## src/rtl/mem_port_pkg.sv

```systemverilog
// Shared widths, timeout limit and controller state encoding for the memory port.
package mem_port_pkg;

    localparam int DATA_W  = 16;
    localparam int ADDR_W  = 16;
    localparam int TIMEOUT = 15;
    localparam int CNT_W   = 4;

    typedef enum logic [1:0] {
        ST_IDLE = 2'd0,
        ST_RD   = 2'd1,
        ST_WR   = 2'd2
    } state_t;

endpackage

```

## src/rtl/mem_port.sv

```systemverilog
// Memory port: MAR/MDR registers plus a three-state bus controller that runs
// single read/write handshakes against an external memory, with a timeout.
module mem_port
    import mem_port_pkg::*;
(
    input  logic              clk,
    input  logic              reset,
    input  logic              lmar,
    input  logic              spmar,
    input  logic              pcmar,
    input  logic [ADDR_W-1:0] sp,
    input  logic [ADDR_W-1:0] pc,
    input  logic              lmdr,
    input  logic              mdrz,
    input  logic              mdrm,
    input  logic [DATA_W-1:0] zbus,
    input  logic              mrw,
    output logic [ADDR_W-1:0] mar,
    output logic [DATA_W-1:0] mdr,
    output logic              busy,
    output logic              err,
    output logic [ADDR_W-1:0] mem_addr,
    output logic [DATA_W-1:0] mem_wdata,
    input  logic [DATA_W-1:0] mem_rdata,
    output logic              mem_req,
    output logic              mem_we,
    input  logic              mem_ack
);

    // Counter value seen on the last cycle before the timeout fires.
    localparam logic [CNT_W-1:0] CNT_LAST = CNT_W'(TIMEOUT - 1);

    state_t           state;
    state_t           state_nxt;
    logic [CNT_W-1:0] cnt;
    logic             rd_cmd;
    logic             timeout;

    // A write request takes precedence over a read, and a Z-bus load
    // suppresses the memory read entirely.
    assign rd_cmd  = lmdr & mdrm & ~mdrz & ~mrw;
    assign timeout = (cnt == CNT_LAST) & ~mem_ack;

    // Controller state register; reset aborts any transaction immediately.
    always_ff @(posedge clk or posedge reset) begin
        if (reset) state <= ST_IDLE;
        else       state <= state_nxt;
    end

    // Next-state logic and bus handshake outputs.
    always_comb begin
        state_nxt = state;
        busy      = 1'b0;
        mem_req   = 1'b0;
        mem_we    = 1'b0;
        case (state)
            ST_IDLE: begin
                if (mrw)         state_nxt = ST_WR;
                else if (rd_cmd) state_nxt = ST_RD;
            end
            ST_RD: begin
                busy    = 1'b1;
                mem_req = 1'b1;
                if (mem_ack || timeout) state_nxt = ST_IDLE;
            end
            ST_WR: begin
                busy    = 1'b1;
                mem_req = 1'b1;
                mem_we  = 1'b1;
                if (mem_ack || timeout) state_nxt = ST_IDLE;
            end
            default: state_nxt = ST_IDLE;
        endcase
    end

    // The memory always sees the current register contents.
    assign mem_addr  = mar;
    assign mem_wdata = mdr;

    // MAR/MDR loads, timeout counting and the sticky error flag.
    always_ff @(posedge clk or posedge reset) begin
        if (reset) begin
            mar <= '0;
            mdr <= '0;
            cnt <= '0;
            err <= 1'b0;
        end else begin
            case (state)
                ST_IDLE: begin
                    cnt <= '0;
                    if (lmar) begin
                        if (spmar)      mar <= sp;
                        else if (pcmar) mar <= pc;
                    end
                    if (lmdr && mdrz) mdr <= zbus;
                end
                ST_RD, ST_WR: begin
                    if (mem_ack) begin
                        if (state == ST_RD) mdr <= mem_rdata;
                    end else begin
                        cnt <= cnt + 1'b1;
                        if (timeout) err <= 1'b1;
                    end
                end
                default: cnt <= '0;
            endcase
        end
    end

endmodule

```

## config.mk

```make
export PLATFORM = sky130hd
export DESIGN_NAME = mem_port
export DESIGN_NICKNAME = d
export VERILOG_FILES = /design/src/rtl/mem_port_pkg.sv /design/src/rtl/mem_port.sv
export SDC_FILE = /design/constraint.sdc
export NUM_CORES = 1
export LEC_CHECK = 0
export BUFFER_PORTS_ARGS = -buffer_cell sky130_fd_sc_hd__buf_4
export CORE_AREA = 2 2 79 81
export CTS_CLUSTER_DIAMETER = 50
export CTS_CLUSTER_SIZE = 28
export DETAILED_ROUTE_END_ITERATION = 7
export DIE_AREA = 0 0 81 83
export GPL_TIMING_DRIVEN = 0
export PLACE_DENSITY = 0.78
export SKIP_LAST_GASP = 1
export SYNTH_ARGS = -nofsm -noshare
export SYNTH_HDL_FRONTEND = slang
export SYNTH_SLANG_ARGS = --single-unit
```

## constraint.sdc

```tcl
create_clock -name clk -period 1.9 [get_ports clk]
set_input_delay 0.095 -clock clk [delete_from_list [all_inputs] [get_ports clk]]
set_output_delay 0.095 -clock clk [all_outputs]
set_load 0.01 [all_outputs]
```

* Word level (Yosys, flattened, before mapping)
Cells that the tools add are included.
Storage, ports and cells: register bits 39, input bits 74, output and inout bits 68, logic and storage cells 46
Operators by class: add/subtract/negate cells 1, eq/ne operators 9, multiplexer cells 14, bitwise gates (word level) 7, reduce and logical (&&, ||, !) cells 10
Operators with widths (count):
- $mux 16 | 5
- $pmux 16 s2 | 1
- $mux 4 | 2
- $mux 2 | 3
- $ne 2x1->1 const B | 3
- $reduce_and 3->1 | 2
- $add 4x1->4 const B | 1
- $and 1x1->1 | 4
- $eq 4x4->1 const B | 1
- $ne 2x2->1 const B | 2
- $pmux 2 s2 | 1
- $reduce_and 4->1 | 1
- $reduce_bool 2->1 | 2
- $ne 3x3->1 const B | 1
- $not 1->1 | 3
- $eq 2x1->1 const B | 1
- $eq 2x2->1 const B | 1
- $logic_not 2->1 | 1
- $mux 1 | 2
- $reduce_and 2->1 | 1
- $reduce_or 2->1 | 1
- $logic_and 1x1->1 | 1
- $logic_or 1x1->1 | 1

* Logic depth before layout (Yosys ltp)
Gate-level depths: netlist of the first run.
depth in word-level cells 6, gate-level depth with buffers 6, mapped depth without buffers 5

* Least setup slack after synthesis of the first run
Ideal clock, no wire load.
path type register to register, from register state[0], to register mdr[10], setup time 0.125 ns, data arrival time 1.906 ns, data required time 1.775 ns, slack -0.131 ns, cell stages (with the launch flop) 7, buffers on the path 1, cell sequence dfrtp_1 -> inv_1 -> ha_1 -> nor2b_2 -> nor4_4 -> buf_6 -> mux2_2
Between the ends: cells in the longest elaborated chain, start to end 4, elaborated cells between the ends (all ways) 10
RTL lines:
- start, declared | RTL line mem_port.sv:33 | state_t state;
- start signal, assigned | RTL line mem_port.sv:47 | else state <= state_nxt;
- $eq 2x1->1 or $eq 2x2->1 (tied branches) | RTL line mem_port.sv:88, mem_port.sv:99
- $reduce_or 2->1 (no line)
- $ne 2x1->1 (no line) or $reduce_bool 2->1 (tied branches)
- $reduce_and 4->1 (no line)
- end signal, assigned | RTL line mem_port.sv:95 | if (lmdr && mdrz) mdr <= zbus;
- end signal, assigned | RTL line mem_port.sv:99 | if (state == ST_RD) mdr <= mem_rdata;
- end, declared | RTL line mem_port.sv:19 | output logic [DATA_W-1:0] mdr,
Parallel ways exist; a longest one is shown, timed or not. A chain may end at the register's enable or synchronous reset.

* Worst setup path after layout of the first run
from register state[1], to register mdr[0]
Same word-level chain as after synthesis.

==> results of run 1 <==
placed cells by master (no fill, tap or decap), types with 2 or more instances in the layout:
cell / synthesis / final
buf_4: 33 / 176
buf_2: 2 / 2
dfrtp_1: 39 / 39
nand2b_1: 2 / 2
inv_2: 0 / 3
clkbuf_8: 0 / 5
clkbuf_1: 5 / 5
ha_1: 4 / 3
clkbuf_2: 0 / 2
nand2_1: 18 / 18
xnor2_1: 3 / 3
and2_1: 4 / 4
mux2_2: 32 / 32
mux2i_1: 16 / 16
o21ai_0: 17 / 17
stage by stage:
| stage | hold WS, ps | util [%] | setup slack [ps] | setup TNS, ps | total power, mW |
|---|---|---|---|---|---|
| global route | 28.91 | 59.29 | -2.321 | -2.321 | 5.978 |
| CTS | 1.838 | 59.27 | 11.58 | 0 | 5.615 |
| global placement | 362.9 | 57.38 | -184.4 | -2144 | 4.926 |
| detailed placement | 312.4 | 57.38 | -160.8 | -1855 | 4.996 |
| finish | -47.15 | 59.29 | 96.66 | 0 | 5.540 |
| floorplan | 256.5 | - | 56.30 | 0 | 3.459 |
worst max path at each step:
stage	to	cells past startpoint
2_1_floorplan	mdr[10]$_DFFE_PP0P_	6
3_3_place_gp	mdr[4]$_DFFE_PP0P_	6
3_5_place_dp	mdr[4]$_DFFE_PP0P_	6
4_1_cts	mdr[7]$_DFFE_PP0P_	6
5_1_grt	mdr[7]$_DFFE_PP0P_	6
6_report	mdr[0]$_DFFE_PP0P_	6
cell families after synthesis:
| kind of cell | synth area share [%] |
|---|---|
| AO/OA/AOI/OAI | 6.602 |
| AND/OR/NAND/NOR | 7.347 |
| XOR/XNOR | 1.206 |
| flip-flops | 44.78 |
| adder cells (fa/ha/maj) | 2.296 |
| multiplexers | 23.88 |
| buffers and inverters | 13.89 |
synth_stat cells, drive strengths merged:
master	number	share of area, %
xnor2	3	1.2
o21ai	17	3.9
nor2	1	0.17
nor4	1	0.98
inv	4	0.69
a41o	1	0.46
ha	4	2.3
a21boi	1	0.34
dfrtp	39	45
nand2	18	3.1
nor2b	1	0.40
a21oi	1	0.23
and2	4	1.1
nand4b	1	0.40
nand2b	2	0.57
a32o	1	0.46
mux2	32	17
o211ai	1	0.34
o2bb2a	1	0.46
nand3	1	0.23
clkbuf	5	0.86
mux2i	16	7.3
nand3b	1	0.34
a22o	1	0.40
buf	36	12
flip-flops by register name (all words and copies together), names as in the netlist:
signal,count
mar,16
state,2
mdr,16
err,1
cnt,4
metal layers:
layer,vias to the layer above,global-route usage [%],wire length [um]
met4,0,6.163,83
li1,925,-,-
met2,90,29.38,2900
met3,8,4.348,454
met5,-,0,0
met1,889,19.12,2116
worst reg2reg max path: stages, from the launching register on:
cell     delay, ps
dfrtp_1        380
inv_2           60
ha_4           290
nor2_1          70
nor4_4         340
buf_4          220
mux2_2         340
power by group through the flow:
stage | clock network [mW] | registers [mW] | logic [mW]
after CTS | 0.543 | 1.56 | 3.51
after global routing | 0.595 | 1.62 | 3.77
final | 0.528 | 1.55 | 3.46
after global placement | 0 | 1.55 | 3.38
after floorplan | 0 | 1.67 | 1.79
after detailed placement | 0 | 1.57 | 3.43
layout make-up:
type	instances	share of cell area, %
Buffer	41	8.418
Clock buffer	7	2.213
Clock inverter	1	0.1451
Inverter	4	0.4354
Multi-Input combinational cell	109	26.63
Sequential cell	39	28.30
Tap cell	75	2.721
Timing Repair Buffer	143	31.13
timing repair:
item | CTS | global route
endpoints found under the setup margin | 16 | 16
gates cloned | 1 | 0
resized for setup | 4 | 3
pin swaps | 1 | 2
setup buffers | 2 | 0
==> results.rst, run 1 <==
.. list-table::
   :header-rows: 1

   * - Metric
     - Value
   * - Type of element capturing the critical path
     - flop
   * - Power per cell area
     - 1607 mW/mm^2
   * - Worst max-slew margin expressed relative to the limit
     - 47.71%
   * - Syn Nets
     - 271
   * - Total congestion overflow
     - 0
   * - Worst skew pair latency
     - 280 ps
   * - Layout cell share with drive strength beyond 1
     - 65.41%
   * - Post-synthesis average cell area
     - 11.29 sq um
   * - RSZ-0062 raised after global routing
     - true
   * - Number of buffers and inverters on the critical path
     - 2
   * - Total Nets Final
     - 421
   * - Fraction of power spent switching nets
     - 34.90%
   * - Detailed-route wire length
     - 5.555 mm
   * - Worst R2R End
     - mdr[0]$_DFFE_PP0P_
   * - Multi-input gate area in the final layout
     - 918.4 sq um
   * - Master cell of the clock root buffer
     - clkbuf_8
   * - Part of the Yosys area used for sequential elements
     - 44.78%
   * - Cell family with most CP delay
     - simple AND/OR/NAND/NOR gates
   * - Antenna violations before repair
     - 0
   * - Max-capacitance violation count
     - 0
   * - Worst-path clk slew
     - 70 ps
   * - Number of failing hold endpoints at the final stage
     - 39
   * - Violations in the final reports
     - hold timing
   * - Pin count of the biggest net entering global routing
     - 40
   * - DRC violation total after the first TritonRoute iteration
     - 53
   * - Critical Path Slowest Stage Cell
     - dfrtp_1
   * - Critical path cell sequence
     - inv_2 > ha_4 > nor2_1 > nor4_4 > buf_4 > mux2_2
   * - Hold Crit Class
     - input port to asynchronous set/reset pin
   * - Average vias per placed instance
     - 4.563
   * - Worst Path Class, Setup
     - flop to flop
   * - Internal power of the cells
     - 3.607 mW
   * - DP Area
     - 0.003337 sq mm
   * - Worst Reg-to-Reg Cells
     - 6
   * - Critical Path RT
     - 2070 ps
   * - Routability cong.
     - 0.7354
   * - Actual transition at the worst max-transition pin
     - 783.3 ps
   * - Effective utilization at floorplan
     - 37.48%
   * - VDD IR-drop max
     - 0.7407 mV
   * - Area used by sequential logic in the layout
     - 975.9 sq um
   * - Wire length of the first global-routing pass
     - 8.845 mm
   * - Maximum clock skew at final layout
     - 2.835 ps
   * - Port Buffer Count
     - 140
   * - Flop pwr share
     - 28.1%
   * - Final-layout fill cell count
     - 523
   * - Average routed wire per standard cell
     - 13.26 um
   * - Setup violations, final
     - 0
   * - Total via count in the routed design
     - 1912
   * - Maximum number of buffers from clock root to sink
     - 2
   * - Detailed-placement wirelength estimate
     - 4.408 mm
   * - Fraction of power consumed by the clock network
     - 9.5%
   * - Number of hold buffers added after CTS
     - 0
   * - Number of buffers inserted during clock tree synthesis
     - 5
   * - Count of clock tree sinks
     - 39
   * - Inserted Diodes
     - 0
   * - First-pass DRT Iterations
     - 4
   * - Number of warning messages in the yosys log
     - 0
   * - Startpoint types
     - flop
   * - Die width
     - 81 um
   * - All-Layer GR Usage
     - 16.73%
   * - Synth Instances
     - 193
   * - Post-synthesis sequential element count
     - 39
   * - Clock tree from TritonCTS
     - built
   * - # rows
     - 28
   * - Beginning of the critical path
     - state[1]$_DFFE_PP0P_
   * - Area of the placeable core
     - 0.005816 sq mm
   * - Critical path data arrival time
     - 1970 ps
   * - Final-report max-slew violation count
     - 0
   * - Full die area
     - 0.006723 sq mm
   * - Outcome
     - finished, violations left
   * - Residual DRC count
     - 0
   * - Relative contribution of combinational cells to total power
     - 62.4%
   * - Post-synth cell types
     - 27
   * - Leakage power
     - 1.794 nW
   * - Critical R2R Launch
     - state[1]$_DFFE_PP0P_
   * - Slack of the worst reg-to-reg path
     - 100 ps
   * - Number of global-route vias before repair
     - 1962
   * - Final worst hold slack
     - -47.15 ps
   * - DRT antenna net count
     - 0
   * - Switching power of the nets
     - 1.933 mW
   * - Post-Layout Inst Area
     - 0.003448 sq mm
   * - CTS H-Tree Depth
     - 2
   * - Non-filler cells in the finished layout
     - 419
   * - Vertical extent of the die
     - 83 um
   * - Critical Path Fanout Max
     - 6
   * - Top Ports
     - 142
   * - Final critical path time including I/O delays and setup
     - 1803 ps
   * - Part of the cycle the worst path needs
     - 94.91%
   * - Layout Area Growth over Synthesis
     - 58.21%
   * - Placed Instances
     - 408
   * - Synthesized area
     - 0.002180 sq mm
   * - Max frequency
     - 554.5 MHz
   * - Delay contributed by the slowest stage of the critical path
     - 380 ps
Power figures use the tool's default switching activity.
==> run 2, diff against run 1 <==
ABC_AREA = 1   (was not set)
CORE_AREA = 2 2 81 83   (was 2 2 79 81)
DIE_AREA = 0 0 83 85   (was 0 0 81 83)
PLACE_DENSITY = 0.77   (was 0.78)
==> results.rst, run 2 <==
.. list-table::
   :header-rows: 1

   * - Metric
     - Value
   * - Outcome
     - finished, violations left
   * - Violations in the final reports
     - hold timing
   * - Number of flops mapped to enable cells by yosys
     - 0
   * - Switching power of the nets
     - 2.316 mW
   * - Power per cell area
     - 1575 mW/mm^2
   * - Worst skew pair latency
     - 280 ps
   * - Critical path data arrival time
     - 1870 ps
   * - Final-report max-slew violation count
     - 0
   * - First-pass DRT Iterations
     - 4
   * - Pin count of the biggest net entering global routing
     - 40
   * - Total Nets Final
     - 538
   * - Non-filler cells in the finished layout
     - 538
   * - PostCTS Resize Cnt
     - 0
   * - Part of the cycle the worst path needs
     - 89.22%
   * - Number of buffers inserted during clock tree synthesis
     - 5
   * - Average routed wire per standard cell
     - 11.84 um
   * - Master cell of the clock root buffer
     - clkbuf_8
   * - Layout cell share with drive strength beyond 1
     - 43.17%
   * - Commonest non-fill, non-tap cells in the layout
     - 180 x buf_4, 128 x nand2_1, 39 x dfrtp_1
   * - Number of hold buffers added after CTS
     - 0
   * - Setup Total Neg Slack
     - 0 ps
   * - Post-synth cell types
     - 22
   * - Average vias per placed instance
     - 4.446
   * - Relative contribution of combinational cells to total power
     - 64.0%
   * - Post-synthesis sequential element count
     - 39
   * - Synth Instances
     - 313
   * - Max-capacitance violation count
     - 0
   * - Part of the Yosys area used for sequential elements
     - 42.05%
   * - Detailed-route wire length
     - 6.368 mm
   * - Leakage power
     - 2.115 nW
   * - Number of global-route vias before repair
     - 2327
   * - Placed Instances
     - 530
   * - Flop pwr share
     - 26.6%
   * - CP Capture Point
     - mdr[2]$_DFFE_PP0P_
   * - Wire length of the first global-routing pass
     - 10.48 mm
   * - Effective utilization at floorplan
     - 37.41%
   * - Fraction of power spent switching nets
     - 41.42%
   * - Final-layout fill cell count
     - 603
   * - Beginning of the critical path
     - state[0]$_DFFE_PP0P_
   * - RSZ-0062 raised after global routing
     - false
   * - Number of warning messages in the yosys log
     - 0
   * - Critical Path RT
     - 2070 ps
   * - Maximum clock skew at final layout
     - 2.778 ps
   * - Clock tree from TritonCTS
     - built
   * - VDD IR-drop max
     - 0.8464 mV
   * - Post-CTS Repair Setup Buffers
     - 0
   * - Leading registers by flop count
     - mar (16), mdr (16), cnt (4)
   * - DRC violation total after the first TritonRoute iteration
     - 77
   * - Max frequency
     - 589.9 MHz
   * - Maximum number of buffers from clock root to sink
     - 2
   * - Commonest non-fill, non-tap cell in the layout
     - buf_4
   * - Critical Path Fanout Max
     - 10
   * - Area share of the largest cell type after synthesis
     - 42.05%
   * - Final critical path time including I/O delays and setup
     - 1695 ps
   * - Number of failing hold endpoints at the final stage
     - 39
   * - Detailed-placement wirelength estimate
     - 5.212 mm
   * - Count of clock tree sinks
     - 39
   * - Share of the core filled with cells
     - 57.21%
   * - Worst R2R End
     - mdr[2]$_DFFE_PP0P_
   * - Worst-path clk slew
     - 70 ps
   * - Top post-synthesis cells by count
     - 128 x nand2_1, 40 x buf_4, 39 x dfrtp_1
   * - Routability cong.
     - 0.8272
   * - PnR Total Power
     - 5.592 mW
   * - Share of synthesized registers carrying an async set or reset
     - 100.0%
   * - Setup violations, final
     - 0
   * - # rows
     - 29
   * - Total congestion overflow
     - 0
   * - Final worst hold slack
     - -18.52 ps
   * - Vertical extent of the die
     - 85 um
   * - Worst Path Class, Setup
     - flop to flop
   * - Startpoint types
     - flop
   * - Full die area
     - 0.007055 sq mm
   * - CTS H-Tree Depth
     - 2
   * - Most numerous cell in the Yosys netlist
     - nand2_1
   * - Total via count in the routed design
     - 2392
   * - Residual DRC count
     - 0
   * - Actual transition at the worst max-transition pin
     - 818.0 ps
   * - Most instantiated flip-flop cell in the synthesis netlist
     - dfrtp_1
   * - Top Ports
     - 142
   * - Synthesized area
     - 0.002321 sq mm
   * - Internal power of the cells
     - 3.276 mW
   * - Slack of the worst reg-to-reg path
     - 200 ps
   * - Fraction of power consumed by the clock network
     - 9.4%
   * - Die width
     - 83 um
   * - Worst Reg-to-Reg Cells
     - 9
   * - Main area contributors after synthesis
     - dfrtp_1 42%, nand2_1 21%, buf_4 13%
   * - Library cell occupying the most area in the post-synthesis netlist
     - dfrtp_1
   * - DRT antenna net count
     - 0
   * - Inserted Diodes
     - 0
   * - Layout Area Growth over Synthesis
     - 52.94%
   * - Antenna violations before repair
     - 0
   * - Area of the placeable core
     - 0.006205 sq mm
   * - Syn Nets
     - 391
   * - Type of element capturing the critical path
     - flop
   * - Worst max-slew margin expressed relative to the limit
     - 45.38%
   * - Critical R2R Launch
     - state[0]$_DFFE_PP0P_
   * - Post-synthesis average cell area
     - 7.415 sq um
   * - All-Layer GR Usage
     - 17.93%
   * - Hold Crit Class
     - input port to asynchronous set/reset pin
   * - Port Buffer Count
     - 140
run 2: cell type report:
type / count / area [sq um] / area share [%]
clock inverters: 1 / 5.005 / 0.1410
inverters: 28 / 105.1 / 2.961
flip-flops and latches: 39 / 975.9 / 27.49
well taps: 77 / 96.34 / 2.714
multi-input cells: 201 / 908.4 / 25.59
repair buffers: 140 / 1051 / 29.61
clock buffers: 7 / 76.32 / 2.150
plain buffers: 45 / 331.6 / 9.341
run 2: worst min path at each step:
stage                       start             endpoint  slack, ps  cells after the start
after detailed placement  mem_ack   cnt[0]$_DFFE_PP0P_        310                      2
final                       reset  mdr[12]$_DFFE_PP0P_        -20                      2
after global placement    mem_ack   cnt[0]$_DFFE_PP0P_        310                      2
after CTS                   reset   mdr[1]$_DFFE_PP0P_          8                      2
after global routing      mem_ack   cnt[0]$_DFFE_PP0P_         10                      2
after floorplan           mem_ack   cnt[0]$_DFFE_PP0P_        180                      1
run 2: cell families after synthesis:
family | after synthesis | synth area share [%]
AND/OR/NAND/NOR | 159 | 28.03
buffers and inverters | 73 | 18.81
adder cells (fa/ha/maj) | 4 | 2.156
AO/OA/AOI/OAI | 38 | 8.949
flip-flops | 39 | 42.05
run 2: layer usage:
| metal | wire [um] | part of all wire (%) | vias up | GRT usage (%) |
|---|---|---|---|---|
| met1 | 2515 | 39 | 1081 | 21.11 |
| met4 | 113 | 1.8 | 0 | 6.408 |
| li1 | - | - | 1228 | - |
| met5 | 0 | 0 | - | 0 |
| met3 | 339 | 5.3 | 10 | 3.988 |
| met2 | 3400 | 53 | 73 | 32.18 |
run 2: power groups by stage:
| stage | combinational (mW) | sequential, mW | clock, mW |
|---|---|---|---|
| after global routing | 3.97 | 1.54 | 0.582 |
| after detailed placement | 3.63 | 1.51 | 0 |
| final | 3.58 | 1.49 | 0.525 |
| after CTS | 3.63 | 1.49 | 0.551 |
| after global placement | 3.56 | 1.49 | 0 |
| after floorplan | 2.01 | 1.58 | 0 |
run 2: through the flow:
step,setup WS [ps],cell area (sq um)
5_1_grt,31.87,3550
4_1_cts,182.2,3550
6_report,204.9,3550
2_1_floorplan,388.3,2321
3_3_place_gp,203.6,3468
3_5_place_dp,196.1,3468
run 2: critical path, cell delays in order, from the launching register on:
cell and delay (ps):
dfrtp_1 350, inv_1 60, ha_1 370, inv_2 200, nand2_2 90, nand2_4 130, nand3_4 130, buf_6 170
nand2_1 50, nand2_1 50
==> run 3, diff against run 2 <==
CORE_AREA = 2 2 69 97   (was 2 2 81 83)
DIE_AREA = 0 0 71 99   (was 0 0 83 85)
REMOVE_ABC_BUFFERS = 1   (was not set)
SLEW_MARGIN = 20   (was not set)
==> results.rst, run 3 (synthesis gave the netlist of run 2 again) <==
.. list-table::
   :header-rows: 1

   * - Metric
     - Value
   * - All-Layer GR Usage
     - 17.39%
   * - Worst Path Class, Setup
     - flop to flop
   * - Final-layout fill cell count
     - 590
   * - # rows
     - 34
   * - Commonest non-fill, non-tap cells in the layout
     - 141 x buf_4, 128 x nand2_1, 39 x dfrtp_1
   * - Master cell of the clock root buffer
     - clkbuf_8
   * - Average vias per placed instance
     - 4.669
   * - Leakage power
     - 1.931 nW
   * - Final worst hold slack
     - 20.18 ps
   * - DP Area
     - 0.003166 sq mm
   * - Antenna violations before repair
     - 0
   * - Power per cell area
     - 1569 mW/mm^2
   * - Number of buffers inserted during clock tree synthesis
     - 5
   * - Hold Crit Class
     - input port to flop
   * - Die width
     - 71 um
   * - Relative contribution of combinational cells to total power
     - 59.4%
   * - Routability cong.
     - 0.7850
   * - Slack of the worst reg-to-reg path
     - 160 ps
   * - Port Buffer Count
     - 141
   * - DRC violation total after the first TritonRoute iteration
     - 50
   * - Flop pwr share
     - 29.0%
   * - Actual transition at the worst max-transition pin
     - 743.2 ps
   * - Effective utilization at floorplan
     - 37.63%
   * - Full die area
     - 0.007029 sq mm
   * - Vertical extent of the die
     - 99 um
   * - Switching power of the nets
     - 2.274 mW
   * - Max frequency
     - 575.2 MHz
   * - Max-capacitance violation count
     - 0
   * - Worst skew pair latency
     - 280 ps
   * - Number of failing hold endpoints at the final stage
     - 0
   * - Final-report max-slew violation count
     - 0
   * - Worst-path clk slew
     - 70 ps
   * - Clock tree from TritonCTS
     - built
   * - Inserted Diodes
     - 0
   * - Type of element capturing the critical path
     - flop
   * - Layout Area Growth over Synthesis
     - 42.53%
   * - Number of global-route vias before repair
     - 2147
   * - Maximum clock skew at final layout
     - 4.128 ps
   * - Worst R2R End
     - mdr[9]$_DFFE_PP0P_
   * - Worst max-slew margin expressed relative to the limit
     - 50.46%
   * - Critical Path Fanout Max
     - 23
   * - Internal power of the cells
     - 2.915 mW
   * - Detailed-placement wirelength estimate
     - 4.737 mm
   * - Fraction of power consumed by the clock network
     - 11.6%
   * - Commonest non-fill, non-tap cell in the layout
     - buf_4
   * - Setup violations, final
     - 0
   * - Critical path data arrival time
     - 1910 ps
   * - Count of clock tree sinks
     - 39
   * - Total via count in the routed design
     - 2297
   * - Critical Path RT
     - 2070 ps
   * - DRT antenna net count
     - 0
   * - CTS H-Tree Depth
     - 2
   * - Placed Instances
     - 482
   * - CP Capture Point
     - mdr[9]$_DFFE_PP0P_
   * - Outcome
     - finished, final reports clean
   * - First-pass DRT Iterations
     - 4
   * - RSZ-0062 raised after global routing
     - false
   * - Setup Total Neg Slack
     - 0 ps
   * - Detailed-route wire length
     - 6.206 mm
   * - VDD IR-drop max
     - 0.7050 mV
   * - Wire length of the first global-routing pass
     - 9.846 mm
   * - Worst Reg-to-Reg Cells
     - 8
   * - Post-Layout Inst Area
     - 0.003308 sq mm
   * - Area of the placeable core
     - 0.006168 sq mm
   * - Beginning of the critical path
     - state[0]$_DFFE_PP0P_
   * - Maximum number of buffers from clock root to sink
     - 2
   * - Fraction of power spent switching nets
     - 43.82%
   * - Total Nets Final
     - 497
   * - Pin count of the biggest net entering global routing
     - 33
   * - Critical R2R Launch
     - state[0]$_DFFE_PP0P_
   * - Leading registers by flop count
     - mar (16), mdr (16), cnt (4)
   * - Startpoint types
     - flop
   * - Total congestion overflow
     - 0
   * - Non-filler cells in the finished layout
     - 492
   * - Final critical path time including I/O delays and setup
     - 1739 ps
   * - Residual DRC count
     - 0
   * - Top Ports
     - 142
   * - Average routed wire per standard cell
     - 12.61 um
   * - Post-CTS Repair Setup Buffers
     - 0
   * - Part of the cycle the worst path needs
     - 91.51%
   * - Layout cell share with drive strength beyond 1
     - 37.86%
[run 3: cell count changes in the layout (fill, tap and decap cells not counted)]
cell	delta
buf_4	-39
buf_2	-4
clkbuf_8	+2
buf_16	+1
buf_6	-1
clkbuf_1	-1
clkinv_2	-1
dlygate4sd3_1	+1
ha_1	-1
ha_4	+1
inv_2	-1
inv_4	+1
nand3_4	+1
[run 3: worst min-delay path by stage]
stage / start / to / slack [ps] / cells after the start
6_report: mem_ack / cnt[0]$_DFFE_PP0P_ / 20 / 2
5_1_grt: mem_ack / cnt[0]$_DFFE_PP0P_ / 20 / 2
4_1_cts: mem_ack / cnt[0]$_DFFE_PP0P_ / 9 / 2
3_5_place_dp: reset / err$_DFFE_PP0P_ / 150 / 2
3_3_place_gp: mem_ack / cnt[0]$_DFFE_PP0P_ / 310 / 2
2_1_floorplan: mem_ack / cnt[0]$_DFFE_PP0P_ / 180 / 1
[run 3: per-layer routing]
layer / global-route usage [%] / vias to the layer above / share of wire (%) / routed length, um
li1: - / 1146 / - / -
met1: 19.43 / 1039 / 38 / 2349
met2: 32.42 / 103 / 54 / 3323
met3: 4.294 / 9 / 7.3 / 451
met4: 4.499 / 0 / 1.3 / 82
met5: 0 / - / 0 / 0
[run 3: timing repair]
item / CTS / global route
resized for setup: 3 / 1
endpoints found under the setup margin: 21 / 15
endpoints found under the hold margin: 19 / 0
pin swaps: 0 / 1
gates cloned: 0 / 1
hold buffers: 1 / 0
[run 3: through the flow]
step	power (mW)	util, %	worst slack [ps]
2_1_floorplan	2.982	-	30.34
3_3_place_gp	4.424	50.87	-335.8
4_1_cts	5.206	53.35	63.21
6_report	5.189	53.63	161.4
5_1_grt	5.617	53.63	25.13
3_5_place_dp	4.525	51.32	-390.8
[run 3: layout make-up]
cell class                      instances  area, sq um  share of cell area [%]
Timing Repair Buffer                  143         1096                   33.13
Sequential cell                        39        975.9                   29.50
Multi-Input combinational cell        202        938.4                   28.37
Inverter                               28        107.6                   3.253
Clock buffer                            8        100.1                   3.026
Tap cell                               72        90.09                   2.723
[run 3: worst max-delay path: stages (launching register included)]
cell	delay (ps)
dfrtp_1	380
inv_1	120
ha_4	300
inv_4	200
nand2_2	90
nand2_4	210
nand3_4	160
nand2_1	90
nand2_1	50
[run 3: power by group through the flow]
stage | Clock [mW] | Sequential [mW] | Combinational (mW)
floorplan | 0 | 1.76 | 1.23
global placement | 0 | 1.50 | 2.93
detailed placement | 0 | 1.52 | 3.00
CTS | 0.623 | 1.51 | 3.07
global route | 0.660 | 1.55 | 3.41
finish | 0.601 | 1.50 | 3.08
